$ cat src/rtl/sensor_training_pkg.sv
// Shared FSM encoding and training-word constant for the sensor LVDS alignment trainer.
package sensor_training_pkg;

  typedef enum logic [2:0] {
    ST_IDLE,
    ST_SETTLE,
    ST_CHECK,
    ST_EVAL,
    ST_DONE
  } state_t;

  localparam logic [9:0] TRAIN_PATTERN_DEF = 10'h3A6;

  // Slip counter must hold DATA_W itself, the "out of slips" value.
  function automatic int slip_w(input int data_w);
    return $clog2(data_w + 1);
  endfunction

endpackage

$ cat src/rtl/sensor_training_lane.sv
// One channel of word alignment: sticky mismatch, slip counter, lock flag and bitslip pulse.
// Combinational bitslip/fail in the EVAL cycle; no flow control, the trainer paces every step.
module training_lane
  import sensor_training_pkg::*;
#(
  parameter int                DATA_W        = 10,
  parameter logic [DATA_W-1:0] TRAIN_PATTERN = DATA_W'(TRAIN_PATTERN_DEF),
  parameter int                SLIP_W        = 4
) (
  input  logic              clk_rxg,
  input  logic              rst_rx_n,
  input  logic              clear_i,
  input  logic              check_i,
  input  logic              eval_i,
  input  logic [DATA_W-1:0] word_i,
  output logic              bitslip_o,
  output logic              locked_o,
  output logic              lock_nxt_o,
  output logic              fail_o
);

  logic              mismatch_q, mismatch_d;
  logic              locked_q, locked_d;
  logic [SLIP_W-1:0] slip_cnt_q, slip_cnt_d;
  logic              slips_left;

  assign slips_left = (slip_cnt_q < SLIP_W'(DATA_W));

  always_comb begin
    bitslip_o  = eval_i & ~locked_q & mismatch_q & slips_left;
    fail_o     = eval_i & ~locked_q & mismatch_q & ~slips_left;
    lock_nxt_o = locked_q | ~mismatch_q;
    locked_o   = locked_q;
  end

  // A locked lane never raises mismatch again, so it cannot slip or fail.
  always_comb begin
    mismatch_d = mismatch_q;
    locked_d   = locked_q;
    slip_cnt_d = slip_cnt_q;
    if (clear_i) begin
      mismatch_d = 1'b0;
      locked_d   = 1'b0;
      slip_cnt_d = '0;
    end else if (eval_i) begin
      mismatch_d = 1'b0;
      if (!mismatch_q) locked_d = 1'b1;
      if (bitslip_o) slip_cnt_d = slip_cnt_q + SLIP_W'(1);
    end else if (check_i && !locked_q && (word_i != TRAIN_PATTERN)) begin
      mismatch_d = 1'b1;
    end
  end

  always_ff @(posedge clk_rxg or negedge rst_rx_n) begin
    if (!rst_rx_n) begin
      mismatch_q <= 1'b0;
      locked_q   <= 1'b0;
      slip_cnt_q <= '0;
    end else begin
      mismatch_q <= mismatch_d;
      locked_q   <= locked_d;
      slip_cnt_q <= slip_cnt_d;
    end
  end

endmodule

$ cat src/rtl/sensor_training.sv
// Sensor LVDS word-alignment trainer: settle, check window, evaluate/bitslip until all lanes lock.
// Zero-slip pass in 1+SETTLE_CYC+MATCH_CYC+1 cycles; no backpressure, the start level aborts a run when dropped.
module sensor_training
  import sensor_training_pkg::*;
#(
  parameter int                NUM_CH        = 4,
  parameter int                DATA_W        = 10,
  parameter logic [DATA_W-1:0] TRAIN_PATTERN = DATA_W'(TRAIN_PATTERN_DEF),
  parameter int                SETTLE_CYC    = 8,
  parameter int                MATCH_CYC     = 16
) (
  input  logic                     clk_rxg,
  input  logic                     rst_rx_n,
  input  logic                     cmd_start_training,
  input  logic [NUM_CH*DATA_W-1:0] rx_data,
  output logic [NUM_CH-1:0]        bitslip,
  output logic [NUM_CH-1:0]        channel_locked,
  output logic                     training_done,
  output logic                     training_error
);

  localparam int SLIP_W = slip_w(DATA_W);
  localparam int SET_W  = $clog2(SETTLE_CYC + 1);
  localparam int WIN_W  = $clog2(MATCH_CYC + 1);

  state_t             state_q, state_d;
  logic [SET_W-1:0]   settle_cnt_q, settle_cnt_d;
  logic [WIN_W-1:0]   win_cnt_q, win_cnt_d;
  logic               error_q, error_d;
  logic               start_clr, check_en, eval_en;
  logic [NUM_CH-1:0]  lock_nxt, fail;

  always_ff @(posedge clk_rxg or negedge rst_rx_n) begin
    if (!rst_rx_n) state_q <= ST_IDLE;
    else           state_q <= state_d;
  end

  always_comb begin
    state_d = state_q;
    case (state_q)
      ST_IDLE:   if (cmd_start_training) state_d = ST_SETTLE;
      ST_SETTLE: if (!cmd_start_training) state_d = ST_IDLE;
                 else if (settle_cnt_q == SET_W'(SETTLE_CYC - 1)) state_d = ST_CHECK;
      ST_CHECK:  if (!cmd_start_training) state_d = ST_IDLE;
                 else if (win_cnt_q == WIN_W'(MATCH_CYC - 1)) state_d = ST_EVAL;
      ST_EVAL:   if (!cmd_start_training) state_d = ST_IDLE;
                 else if ((&lock_nxt) || (|fail)) state_d = ST_DONE;
                 else state_d = ST_SETTLE;
      ST_DONE:   if (!cmd_start_training) state_d = ST_IDLE;
      default:   state_d = ST_IDLE;
    endcase
  end

  // Lane strobes are gated by the start level so an abort never slips or updates lanes.
  always_comb begin
    start_clr     = (state_q == ST_IDLE) && cmd_start_training;
    check_en      = (state_q == ST_CHECK) && cmd_start_training;
    eval_en       = (state_q == ST_EVAL) && cmd_start_training;
    training_done = (state_q == ST_DONE);
  end

  always_comb begin
    settle_cnt_d = '0;
    win_cnt_d    = '0;
    error_d      = error_q;
    if ((state_q == ST_SETTLE) && (state_d == ST_SETTLE)) settle_cnt_d = settle_cnt_q + SET_W'(1);
    if ((state_q == ST_CHECK) && (state_d == ST_CHECK))   win_cnt_d    = win_cnt_q + WIN_W'(1);
    if (start_clr)                 error_d = 1'b0;
    else if (eval_en && (|fail))   error_d = 1'b1;
  end

  always_ff @(posedge clk_rxg or negedge rst_rx_n) begin
    if (!rst_rx_n) begin
      settle_cnt_q <= '0;
      win_cnt_q    <= '0;
      error_q      <= 1'b0;
    end else begin
      settle_cnt_q <= settle_cnt_d;
      win_cnt_q    <= win_cnt_d;
      error_q      <= error_d;
    end
  end

  assign training_error = error_q;

  for (genvar k = 0; k < NUM_CH; k++) begin : g_lane
    training_lane #(
      .DATA_W       (DATA_W),
      .TRAIN_PATTERN(TRAIN_PATTERN),
      .SLIP_W       (SLIP_W)
    ) u_lane (
      .clk_rxg   (clk_rxg),
      .rst_rx_n  (rst_rx_n),
      .clear_i   (start_clr),
      .check_i   (check_en),
      .eval_i    (eval_en),
      .word_i    (rx_data[k*DATA_W +: DATA_W]),
      .bitslip_o (bitslip[k]),
      .locked_o  (channel_locked[k]),
      .lock_nxt_o(lock_nxt[k]),
      .fail_o    (fail[k])
    );
  end

endmodule

$ cat config.mk
export PLATFORM = sky130hd
export DESIGN_NAME = sensor_training
export DESIGN_NICKNAME = d
export VERILOG_FILES = /design/src/rtl/sensor_training_pkg.sv /design/src/rtl/sensor_training_lane.sv /design/src/rtl/sensor_training.sv
export SDC_FILE = /design/constraint.sdc
export NUM_CORES = 1
export LEC_CHECK = 0
export BUFFER_PORTS_ARGS = -buffer_cell sky130_fd_sc_hd__buf_2
export CAP_MARGIN = 25
export CORE_UTILIZATION = 55
export CTS_BUF_LIST = sky130_fd_sc_hd__clkbuf_8
export DETAILED_ROUTE_END_ITERATION = 6
export PLACE_DENSITY = 0.83
export REMOVE_ABC_BUFFERS = 1
export SLEW_MARGIN = 30
export SYNTH_ARGS = -nofsm -noshare
export SYNTH_HDL_FRONTEND = slang
export SYNTH_SLANG_ARGS = --single-unit
$ cat constraint.sdc
create_clock -name clk_rxg -period 5 [get_ports clk_rxg]
set_clock_uncertainty 0.15 [all_clocks]
set_input_delay 1 -clock clk_rxg [delete_from_list [all_inputs] [get_ports clk_rxg]]
set_output_delay 1 -clock clk_rxg [all_outputs]
set_load 0.005 [all_outputs]
==> results.sh <==
export IMPL_diodes=0
export IMPL_max_clock_freq_mhz=325.7
export IMPL_worstSetupStartpoint="cmd_start_training"
export IMPL_postCtsResizedCells=0
export IMPL_ys_seq_elements=37
export IMPL_critPathSlowestCell="nor3b_4"
export IMPL_htree_levels=2
export IMPL_slew_limit_headroom=0.4762
export IMPL_drt_initial_drc_count=39
export IMPL_grt_pass1_wl_mm=5.340
export IMPL_post_synth_num_cell_types=28
export IMPL_coreArea_um2=3337
export IMPL_drv_slew=0
export IMPL_path_class="primary input to output pin"
export IMPL_dp_hpwl_mm=2.675
export IMPL_setup_tns_final_ns=0
export IMPL_critical_path_max_fanout=10
export IMPL_tritoncts="done"
export IMPL_cts_max_path_buffers=2
export IMPL_setup_ws_ns=1.930
export IMPL_cts_inserted_buffers=5
export IMPL_clk_latency_ns=0.29
export IMPL_fin_cells=281
export IMPL_wire_per_inst_um=12.22
export IMPL_drc=0
export IMPL_crit_top_cell="buf_2"
export IMPL_dieWidth_um=61.00
export IMPL_antenna_left=0
export IMPL_synth_top_area_frac=0.4837
export IMPL_num_rows=21
export IMPL_post_route_util=0.6779
export IMPL_crit_chain="buf_2 > nand4b_4 > nor3b_4 > buf_2"
export IMPL_syn_area_per_cell_um2=10.46
export IMPL_fin_nets=284
export IMPL_first_pass_iters=4
export IMPL_area_growth_synth_to_final_pct=18.17
export IMPL_setup_viol=0
export IMPL_die_h_um=61.00
export IMPL_hold_viol_final=0
export IMPL_worstReg2RegStart="state_q[2]"
export IMPL_viasPerCell=5.381
export IMPL_clock_sinks=37
export IMPL_clk_pin_slew_ns=0.07
export IMPL_yosysSeqAreaShare=0.4837
export IMPL_finalCritPeriodShare=0.6141
export IMPL_p_leak_nw=1.135
export IMPL_grt_pass1_vias=1251
export IMPL_antenna_found_initial=0
export IMPL_hold_class="flip-flop to flip-flop"
export IMPL_synth_area_um2=1914
export IMPL_gp_congestion=0.7599
export IMPL_syn_inst=183
export IMPL_port_buffers=52
export IMPL_power_density_nw_per_um2=236.1
export IMPL_design_die_area_um2=3720
export IMPL_drive_gt1_frac=0.2809
export IMPL_status="finished, final reports clean"
export IMPL_place_inst=273
export IMPL_grt_start_max_net_pins=38
export IMPL_place_worst_setup_slack_ns=1.905
export IMPL_worst_endpoint_arrival_ns=1.92
export IMPL_cp_start_kind="primary input"
export IMPL_cts_setup_buffers=0
export IMPL_cts_root_buffer="clkbuf_8"
export IMPL_grt_setup_unrepaired="no"
export IMPL_fin_crit_ns=3.070
export IMPL_synth_top_cell_by_area="dfrtp_1"
export IMPL_io_pins=53
export IMPL_worstMarginPinSlew_ns=0.7857
export IMPL_ys_warn_count=0
export IMPL_worst_hold_slack_ns=0.3179
export IMPL_synth_area_leaders="dfrtp_1 (48%), nor2_1 (7.1%), ha_1 (4.6%)"
export IMPL_vias=1512
export IMPL_maxCapViolations=0
export IMPL_hp_start="settle_cnt_q[0]"
export IMPL_start_util=0.5737
export IMPL_grt_overflow_total=0
export IMPL_cpPeakStageDelay_ns=0.37
export IMPL_ctsHoldBuffers=0
export IMPL_track_usage=0.2042
export IMPL_irDropWorstVdd_mv=0.1523
export IMPL_nFillCells=271
export IMPL_routed_wl_mm=3.433
export IMPL_cp_data_required_time_ns=3.85
export IMPL_end_kind="output pin"
-- through the flow --
| stage | power [mW] | cell area, µm² |
|---|---|---|
| 2_1_floorplan | 0.3161 | 1851 |
| 3_3_place_gp | 0.3392 | 2176 |
| 3_5_place_dp | 0.3401 | 2176 |
| 4_1_cts | 0.5412 | 2262 |
| 5_1_grt | 0.5597 | 2262 |
| 6_report | 0.5340 | 2262 |
-- layer usage --
layer	GRT usage	part of all wire	up-vias
met5	0	0	-
met4	0.08766	0.017	0
met3	0.07249	0.063	7
met2	0.3187	0.48	51
met1	0.2583	0.44	714
li1	-	-	740
-- flip-flops by register name (all words and copies together), names as in the netlist --
signal,count
g_lane.u_lane.slip_cnt_q,16
win_cnt_q,5
g_lane.u_lane.locked_o,4
g_lane.u_lane.mismatch_q,4
settle_cnt_q,4
state_q,3
training_error,1
-- cell families after synthesis --
kind of cell,count (synthesis),share of synthesized area
buffers and inverters,14,0.04314
XOR/XNOR,8,0.03660
adder cells (fa/ha/maj),7,0.04575
AO/OA/AOI/OAI,24,0.08104
multiplexers,8,0.04183
flip-flops,37,0.4837
AND/OR/NAND/NOR,85,0.2680
-- placed cells by master, fill, tap and decap left out, types with 2 or more instances in the layout --
master	Yosys	layout
o31ai_1	4	4
nand3_1	3	3
clkbuf_8	0	5
a41oi_1	4	4
mux2i_1	8	8
ha_1	7	7
nor2b_1	3	3
nor3_1	2	2
nor2_1	36	36
o21ai_0	11	11
nor3b_4	4	4
dfrtp_1	37	37
clkinv_2	0	2
nand2b_1	6	6
nor4bb_1	8	8
o22ai_1	2	2
nand2_1	14	14
inv_1	5	5
xor2_1	2	2
xnor2_1	6	6
buf_2	0	52
and4_1	5	5
-- worst max-delay path: cells and delay by family --
kind	cells	cell delay, ns
buf+inv	2	0.29
simple gates	2	0.62
-- where the power goes --
part	switching, mW	leakage (nW)	internal [mW]
clock	0.104	0.0439	0.0960
combinational	0.0156	0.578	0.0164
sequential	0.00153	0.514	0.300
total	0.121	1.14	0.413
-- path summary, 6_finish.rpt --
| check | endpoint | slack [ns] | cells after the start |
|---|---|---|---|
| setup / recovery | bitslip[0] | 1.93 | 4 |
| hold / removal | settle_cnt_q[0] | 0.32 | 1 |
| setup reg to reg | g_lane[2].u_lane.slip_cnt_q[3] | 3.25 | 4 |
| hold reg to reg | settle_cnt_q[0] | 0.32 | 1 |
| max in group asynchronous | training_error | 3.56 | 1 |
| min in group asynchronous | g_lane[0].u_lane.slip_cnt_q[0] | 0.63 | 1 |
-- layout make-up --
cell class              instances  area [µm²]  area share
flip-flops and latches         37       925.9      0.4093
multi-input cells             132       905.9      0.4004
repair buffers                 53       267.8      0.1184
clock buffers                   5       68.82     0.03042
well taps                      46       57.56     0.02544
inverters                       5       18.77    0.008296
clock inverters                 3       17.52    0.007743
-- synth_stat cells (all sizes together) --
library cell  number
nand3              3
xor2               2
mux2i              8
o211a              1
o211ai             1
nand2             14
o31ai              4
nor2              36
a41oi              4
nand4b             1
nor4b              1
inv                5
ha                 7
and3               1
o22ai              2
and4               5
dfrtp             37
buf                8
xnor2              6
nand2b             6
nor3b              4
nor2b              3
clkbuf             1
and2               1
nor4bb             8
o21ai             11
a21oi              1
nor3               2
No activity file was read; power rests on OpenSTA's default activity.
